**config.mk**
```make
export PLATFORM = sky130hd
export DESIGN_NAME = mul_arbiter
export DESIGN_NICKNAME = d
export VERILOG_FILES = /design/src/rtl/mul_arbiter.sv
export SDC_FILE = /design/constraint.sdc
export NUM_CORES = 1
export LEC_CHECK = 0
export ABC_AREA = 1
export BUFFER_PORTS_ARGS = -buffer_cell sky130_fd_sc_hd__buf_2
export CAP_MARGIN = 40
export CORE_UTILIZATION = 47
export DETAILED_ROUTE_END_ITERATION = 8
export MAX_ROUTING_LAYER = met4
export PLACE_DENSITY = 0.9
export SLEW_MARGIN = 10
export SYNTH_ARGS = -nofsm -noshare
export SYNTH_HDL_FRONTEND = slang
export SYNTH_SLANG_ARGS = --single-unit
```
**constraint.sdc**
```tcl
create_clock -name i_clock -period 2.28 [get_ports i_clock]
set_input_delay 0.456 -clock i_clock [delete_from_list [all_inputs] [get_ports i_clock]]
set_output_delay 0.456 -clock i_clock [all_outputs]
set_load 0.1 [all_outputs]
```
**src/rtl/mul_arbiter.sv**
```systemverilog
// mul_arbiter: round-robin front end that time-shares one sequential
// shift-and-add multiplier core among R requesters. Each accepted operand
// pair is launched on the core, the product (or a watchdog abort) is held
// for the issuing requester until it takes it, then arbitration resumes.
module mul_arbiter #(
    parameter int N       = 8,
    parameter int R       = 4,
    parameter int TIMEOUT = 32
) (
    input  logic             i_clock,
    input  logic             i_reset_n,
    input  logic [R-1:0]     i_req_valid,
    output logic [R-1:0]     o_req_ready,
    input  logic [R*N-1:0]   i_req_multiplicand,
    input  logic [R*N-1:0]   i_req_multiplier,
    output logic [R-1:0]     o_resp_valid,
    input  logic [R-1:0]     i_resp_ready,
    output logic [2*N-1:0]   o_resp_product,
    output logic             o_resp_error,
    output logic             o_busy,
    output logic             o_core_reset,
    output logic             o_core_start,
    output logic [N-1:0]     o_core_multiplicand,
    output logic [N-1:0]     o_core_multiplier,
    input  logic             i_core_finished,
    input  logic [2*N-1:0]   i_core_product
);

    localparam int GW = (R > 1) ? $clog2(R) : 1;
    localparam int CW = $clog2(TIMEOUT + 1);

    typedef enum logic [1:0] {
        ST_IDLE    = 2'd0,
        ST_LAUNCH  = 2'd1,
        ST_WAIT    = 2'd2,
        ST_RESPOND = 2'd3
    } state_t;

    state_t        state;
    logic [GW-1:0] ptr;
    logic [GW-1:0] grant;
    logic [GW-1:0] winner;
    logic [CW-1:0] wdog;
    logic          any_req;
    logic [N-1:0]  win_mcand;
    logic [N-1:0]  win_mplier;

    // First valid requester after the last-served one, wrapping around.
    // Scanning from the far end lets the closest match overwrite the others.
    function automatic logic [GW-1:0] pick(input logic [R-1:0] valid,
                                           input logic [GW-1:0] last);
        logic [GW-1:0] win;
        int            cand;
        win = last;
        for (int i = R; i >= 1; i--) begin
            cand = (int'(last) + i) % R;
            if (valid[cand[GW-1:0]]) begin
                win = GW'(cand);
            end
        end
        return win;
    endfunction

    assign any_req      = |i_req_valid;
    assign winner       = pick(i_req_valid, ptr);
    assign o_req_ready  = (state == ST_IDLE && any_req) ? (R'(1) << winner) : '0;
    assign o_resp_valid = (state == ST_RESPOND) ? (R'(1) << grant) : '0;
    assign o_busy       = (state != ST_IDLE);

    // Route the winning requester's operand pair to the latch inputs.
    always_comb begin
        win_mcand  = '0;
        win_mplier = '0;
        for (int k = 0; k < R; k++) begin
            if (winner == GW'(k)) begin
                win_mcand  = i_req_multiplicand[k*N +: N];
                win_mplier = i_req_multiplier[k*N +: N];
            end
        end
    end

    // Sequencer: grant, launch the core, wait with watchdog, hold the response.
    always_ff @(posedge i_clock or negedge i_reset_n) begin
        if (!i_reset_n) begin
            state               <= ST_IDLE;
            ptr                 <= GW'(R - 1);
            grant               <= '0;
            wdog                <= '0;
            o_core_start        <= 1'b0;
            o_core_reset        <= 1'b1;
            o_core_multiplicand <= '0;
            o_core_multiplier   <= '0;
            o_resp_product      <= '0;
            o_resp_error        <= 1'b0;
        end else begin
            o_core_start <= 1'b0;
            o_core_reset <= 1'b0;
            case (state)
                ST_IDLE: begin
                    if (any_req) begin
                        grant               <= winner;
                        o_core_multiplicand <= win_mcand;
                        o_core_multiplier   <= win_mplier;
                        o_core_start        <= 1'b1;
                        state               <= ST_LAUNCH;
                    end
                end
                ST_LAUNCH: begin
                    wdog  <= '0;
                    state <= ST_WAIT;
                end
                ST_WAIT: begin
                    if (i_core_finished) begin
                        o_resp_product <= i_core_product;
                        o_resp_error   <= 1'b0;
                        state          <= ST_RESPOND;
                    end else if (wdog == CW'(TIMEOUT - 1)) begin
                        // Core never answered: kick it and report an error.
                        o_core_reset   <= 1'b1;
                        o_resp_product <= '0;
                        o_resp_error   <= 1'b1;
                        state          <= ST_RESPOND;
                    end else begin
                        wdog <= wdog + 1'b1;
                    end
                end
                ST_RESPOND: begin
                    if (i_resp_ready[grant]) begin
                        ptr          <= grant;
                        o_resp_error <= 1'b0;
                        state        <= ST_IDLE;
                    end
                end
                default: begin
                    state <= ST_IDLE;
                end
            endcase
        end
    end

endmodule

```
==> key figures, run 1 <==
Timing
  – Slew @ Worst Pin: ~0.62 ns
  – Final Slew Violations: 0
  – Slew HR: ~59%
  – RSZ-0062 raised after global routing: true
  – Fin crit period: ~2.6 ns
  – Fin Clk Skew: about 0.0065 ns
  – Final hold vios: 0
  – Min setup slack post-route: -0.284 ns
  – Final period utilization: 112%
  – Peak Freq: between 300 and 400 MHz
  – Final setup fails: 4

Synthesis
  – Synth unique cells: 32
  – Synth Area in Compound Gates: under 10%
  – Simple-Gate Fraction of Synth Area: approximately 38%
  – Largest family of logic cells by synthesized area: simple AND/OR/NAND/NOR gates
  – Yosys top cell area share: approximately 39%
  – #FFs+latches synth: 47
  – Primary FF master, synth: dfrtp_1
  – Synth Area in XOR/XNOR: less than 1%
  – Synth top cells by count: nand2_1, nand3_1, nor2_1, dfrtp_1, inv_1
  – Mapped cell area: 0.00282 mm^2
  – Synthesis Warnings: 0
  – Post-synth EDFFs: 0
  – Mux cell area share after synthesis: 0%
  – Syn avg cell area: a little over 7 um^2
  – Area share of fa/ha/maj cells after synthesis: 2.22%
  – Syn nets: roughly 480
  – Post-Syn Instances: 387
  – Top cell type by total area after synthesis: dfrtp_1
  – Top post-synthesis cells by area: dfrtp_1, nand2_1, nand3_1, nor2_1, inv_1
  – Most frequent cell after synthesis: nand2_1
  – Register area share after synthesis: 41.9%
  – Asr flop ratio synth: between 90% and 100%

Floorplanning
  – Core area: roughly 0.0056 mm^2
  – Die W: 79.4 um
  – Total die area: roughly 0.0063 mm^2
  – Row count: 27
  – Initial Util: 49.9%
  – IO Count: around 140
  – Die height: 79.4 um

Drt
  – Routed WL: between 8000 and 9000 um
  – TritonRoute pass-1 iters: 5
  – Routed wire length per instance: between 10 and 15 um
  – DRT iter0 DRCs: 234
  – Final ANT Viol Nets: 0
  – Wl on met1: roughly 3500 um
  – Metal3 WL: roughly 570 um
  – Post-route DRC violation count: 0
  – Via/cell ratio: ~5.4
  – Top routing layer used: met4
  – WL met2: about 4600 um
  – Via count: 3334

Finish
  – Non-filler cells, final: 612
  – Syn-to-layout area delta: 42.0%
  – Area of the multi-input gates: between 0.001 and 0.0015 mm^2
  – Layout cells sized above 1: 41.1%
  – Fillers: around 430
  – N_diodes: 0
  – Register Area: roughly 0.0012 mm^2
  – Nets: ~640

Global route
  – Number of global-route vias before repair: about 3.2k
  – Tot GR Track Use: between 20 and 30%
  – GRT overflow: 0
  – First-pass GRT wire length: between 10000 and 15000 um
  – Initial antenna violation count: 0
  – Pin count of the biggest net entering global routing: 35

CTS
  – H-tree depth: 2
  – Clock transition at path regs: around 0.09 ns
  – # hold bufs at CTS: 0
  – Root Buffer: clkbuf_8
  – Clk Latency, worst-skew pair: 0.30 ns
  – Clock sinks: 47
  – Max clock buf depth: 2
  – Total CTS buffers: 5
  – CTS tree: done

Place
  – Setup WS pre-CTS: -0.0800 ns
  – GPL Wtd Cong: approximately 0.92
  – Post-Place Cells: 591
  – Post-DP HPWL: between 6000 and 7000 um
  – Number of I/O port buffers: 134

Worst setup path
  – Crit path kind: flop to primary output
  – CP Capture Type: primary output
  – CP Launch Type: flop
  – Crit path max fanout: 6
  – FF-to-FF path depth: 15
  – Arr. time, crit path: between 2 and 2.5 ns
  – Worst EP required: between 1.5 and 2 ns

Worst hold path
  – Hold Path Class: input pin to asynchronous set/reset pin

Run status
  – Status: finished, violations left
  – Failing checks: negative setup slack

Run
  – Max_cap viols: 0
[routing by layer]
layer | GRT usage [%] | vias up
met3 | 6.40 | 28
met2 | 48.0 | 161
met4 | 12.2 | 0
met5 | - | -
li1 | - | 1574
met1 | 34.5 | 1571
[logic make-up after synthesis]
logic type      after synthesis
flops                        47
simple gates                231
fa+ha+maj                     5
buf+inv                      60
compound gates               43
xor+xnor                      1
[state kept, by name, summed over array words and instances, names as in the netlist]
name / count
grant: 2
o_core_multiplicand: 8
o_core_multiplier: 8
o_core_reset: 1
o_core_start: 1
o_resp_error: 1
o_resp_product: 16
ptr: 2
state: 2
wdog: 6
[stage by stage]
| stage | setup TNS, ns | util [%] | hold WS, ns | cell area (um^2) |
|---|---|---|---|---|
| after floorplan | -4.99 | - | 0.160 | 2880 |
| after detailed placement | -0.132 | 65.6 | 0.441 | 3700 |
| final | -1.06 | 70.8 | 0.0882 | 4000 |
| after global placement | 0 | 65.6 | 0.425 | 3700 |
| after CTS | -0.830 | 70.3 | 0.0986 | 3960 |
| after global routing | -1.43 | 70.8 | 0.0924 | 4000 |
[layout make-up]
class                      instances  share of cell area [%]
clock buffer                       6                    1.82
clock inverter                     2                   0.438
inverter                          40                    4.29
multi-input combinational        280                    37.2
sequential                        47                    29.5
tap                               72                    2.25
timing repair buffer             165                    24.5
[placed cells by master (no fill, tap or decap), drive strengths merged, types with 2 or more instances in the layout]
cell type  synthesis  routed
a21oi             14      14
buf               12     165
clkbuf             8       6
clkinv             0       2
dfrtp             44      44
dfstp              3       3
ha                 5       5
inv               40      39
nand2             92      92
nand3             59      59
nand3b             2       2
nand4             19      19
nor2              47      47
nor3               7       7
o21ai             27      27
or2                2       2
[path summary, 6_finish.rpt]
path                                   startpoint                     end  slack (ns)
max                                        ptr[0]          o_req_ready[0]       -0.28
min                                     i_reset_n       o_resp_product[8]        0.09
max reg2reg                                ptr[0]    o_core_multiplier[1]        0.11
min reg2reg                o_core_multiplicand[2]  o_core_multiplicand[2]        0.49
max in group asynchronous               i_reset_n            o_core_reset        1.55
min in group i_clock            i_core_product[5]       o_resp_product[5]        0.38
[worst max-delay path, stage by stage (launching register included)]
cell     delay, ns
dfstp_2       0.64
buf_6         0.15
nand2_2       0.05
nand2_2       0.07
nand2_1       0.08
nand2_2       0.08
nand2_4       0.07
nand2_4       0.07
nand2_4       0.06
nand2_4       0.07
inv_4         0.05
nor3_4        0.20
buf_12        0.20
[repair_timing]
item,in CTS,in global routing
cloned,0,0
setup endpoints to repair,5,14
resized for setup,32,5
pin swaps,15,0
buffers inserted,10,3
Power of run 1 is not shown: default switching activity piles up to over one toggle a cycle in this logic, so the estimate is an artifact.
==> inputs of run 2 (changes only) <==
==> constraint.sdc (replaced) <==
create_clock -name i_clock -period 2.28 [get_ports i_clock]
set_input_delay 0.114 -clock i_clock [delete_from_list [all_inputs] [get_ports i_clock]]
set_output_delay 0.114 -clock i_clock [all_outputs]
set_load 0.1 [all_outputs]
==> key figures, run 2 (synthesis results as in run 1) <==
Global route
  – Tot GR Track Use: 28.3% (-0.84 points)
  – Initial antenna violation count: 0 (unchanged)
  – Pin count of the biggest net entering global routing: 32 (-8.6%)
  – First-pass GRT wire length: 13300 um (-4.3%)
  – GRT overflow: 0 (unchanged)
  – Number of global-route vias before repair: 2920 (-7.7%)

CTS
  – Clock transition at path regs: 0.09 ns (about the same)
  – Max clock buf depth: 2 (unchanged)
  – Root Buffer: clkbuf_8
  – H-tree depth: 2 (unchanged)
  – Clock sinks: 47 (unchanged)
  – CTS tree: done
  – Clk Latency, worst-skew pair: 0.30 ns (about the same)
  – Total CTS buffers: 5 (unchanged)

Drt
  – Final ANT Viol Nets: 0 (unchanged)
  – Via count: 3305 (-0.87%)
  – Routed wire length per instance: 14.3 um (-2.0%)
  – Via/cell ratio: 5.37 (-1.4%)
  – TritonRoute pass-1 iters: 6 (+1)
  – DRT iter0 DRCs: 256 (+9.4%)
  – Post-route DRC violation count: 0 (unchanged)
  – Routed WL: 8780 um (-1.5%)

Worst setup path
  – CP Launch Type: flop
  – CP Capture Type: primary output
  – Arr. time, crit path: 2.29 ns (+0.18 ns)
  – FF-to-FF path depth: 17 (+2)
  – Worst EP required: 2.17 ns (+0.35 ns)
  – Crit path max fanout: 7 (+1)
  – Flop2flop setup slack: 0.03 ns (-0.08 ns)
  – Crit path kind: flop to primary output

Finish
  – Max reg flops: 16 (unchanged)
  – N_diodes: 0 (unchanged)
  – Layout cells sized above 1: 41.3% (+0.14 points)
  – Top Registers: o_resp_product: 16 flops, o_core_multiplicand: 8 flops, o_core_multiplier: 8 flops
  – Largest reg by FF count: o_resp_product
  – Most common cell after layout, fill and taps aside: buf_2
  – Nets: 638 (+0.47%)
  – Syn-to-layout area delta: 43.5%
  – Non-filler cells, final: 615 (+0.49%)
  – Commonest cells after routing, fill and taps aside: buf_2, nand2_1, nand3_1

Floorplanning
  – Die W: 79.4 um (unchanged)
  – Initial Util: 49.9% (unchanged)
  – Total die area: 0.00630 mm^2 (unchanged)
  – Core area: 0.00564 mm^2 (unchanged)
  – Row count: 27 (unchanged)
  – Die height: 79.4 um (unchanged)
  – IO Count: 135 (unchanged)

Run status
  – Status: finished, violations left
  – Failing checks: negative setup slack

Timing
  – RSZ-0062 raised after global routing: true
  – Final Slew Violations: 0 (unchanged)
  – Setup TNS: -0.230 ns (+0.828 ns)
  – Final setup fails: 3 (-1)
  – Min setup slack post-route: -0.122 ns (+0.162 ns)
  – Final period utilization: 105% (-7.1 points)
  – Fin Clk Skew: 0.00585 ns (-0.000606 ns)
  – Peak Freq: 416 MHz (+6.7%)
  – Slew @ Worst Pin: 0.634 ns (+0.0146 ns)
  – Slew HR: 57.4% (-1.4 points)
  – Final hold vios: 0 (unchanged)
  – Fin crit period: 2.40 ns (-0.162 ns)

Place
  – Number of I/O port buffers: 134 (unchanged)
  – Post-Place Cells: 583 (-1.4%)
  – GPL Wtd Cong: 0.977 (+6.1%)
  – Post-DP HPWL: 6160 um (-3.3%)

Worst hold path
  – Hold depth: 3
  – Hold Path Class: input pin to flop

Run
  – Max_cap viols: 0 (unchanged)
## run 2: what timing repair did
| action | CTS | global route |
|---|---|---|
| setup endpoints to repair | 4 | 7 |
| resized for setup | 24 | 13 |
| setup buffers | 13 | 10 |
| endpoints found under the hold margin | 44 | 0 |
| pin swaps | 17 | 11 |
| hold buffers | 1 | 0 |
## run 2: worst paths after layout
path,startpoint,endpoint
setup reg to reg,ptr[0],o_core_multiplier[4]
setup / recovery,ptr[0],o_req_ready[0]
hold reg to reg,o_core_multiplicand[5],o_core_multiplicand[5]
max in group asynchronous,i_reset_n,o_core_reset
hold / removal,i_core_product[11],o_resp_product[11]
min in group asynchronous,i_reset_n,o_resp_product[6]
## run 2: layout make-up
class                      instances  area, um^2
multi-input combinational        280        1510
clock inverter                     2        17.5
fill                             449        1600
clock buffer                       6        72.6
inverter                          40         170
tap                               72        90.1
timing repair buffer             168        1000
sequential                        47        1180
## run 2: worst max-delay path, cell delays in order, from the launching register on
cell	delay (ns)
dfstp_2	0.60
clkinv_4	0.13
nand2_4	0.09
nand2_2	0.06
nand2_1	0.09
nand2_1	0.07
inv_2	0.10
nand3_4	0.14
nand2_4	0.11
clkinvlp_4	0.14
nor3_4	0.25
buf_12	0.20
## run 2: per-stage QoR
| stage | area, um^2 | utilization, % | setup WS (ns) | hold slack (ns) |
|---|---|---|---|---|
| CTS | 3920 | 69.4 | -0.0279 | 0.0391 |
| detailed placement | 3640 | 64.5 | 0.134 | -0.0480 |
| global placement | 3640 | 64.5 | 0.219 | -0.0531 |
| finish | 4040 | 71.6 | -0.122 | 0.0462 |
| floorplan | 2880 | - | -0.485 | -0.182 |
| global route | 4040 | 71.6 | -0.218 | 0.0500 |
## run 2: routing by layer
| metal | wire [um] | vias up | GRT usage, % |
|---|---|---|---|
| li1 | - | 1579 | - |
| met1 | 3660 | 1554 | 35.8 |
| met2 | 4410 | 155 | 45.3 |
| met3 | 555 | 17 | 5.26 |
| met4 | 151 | 0 | 10.5 |
| met5 | 0 | - | - |
Power of run 2 is left out for the same reason.
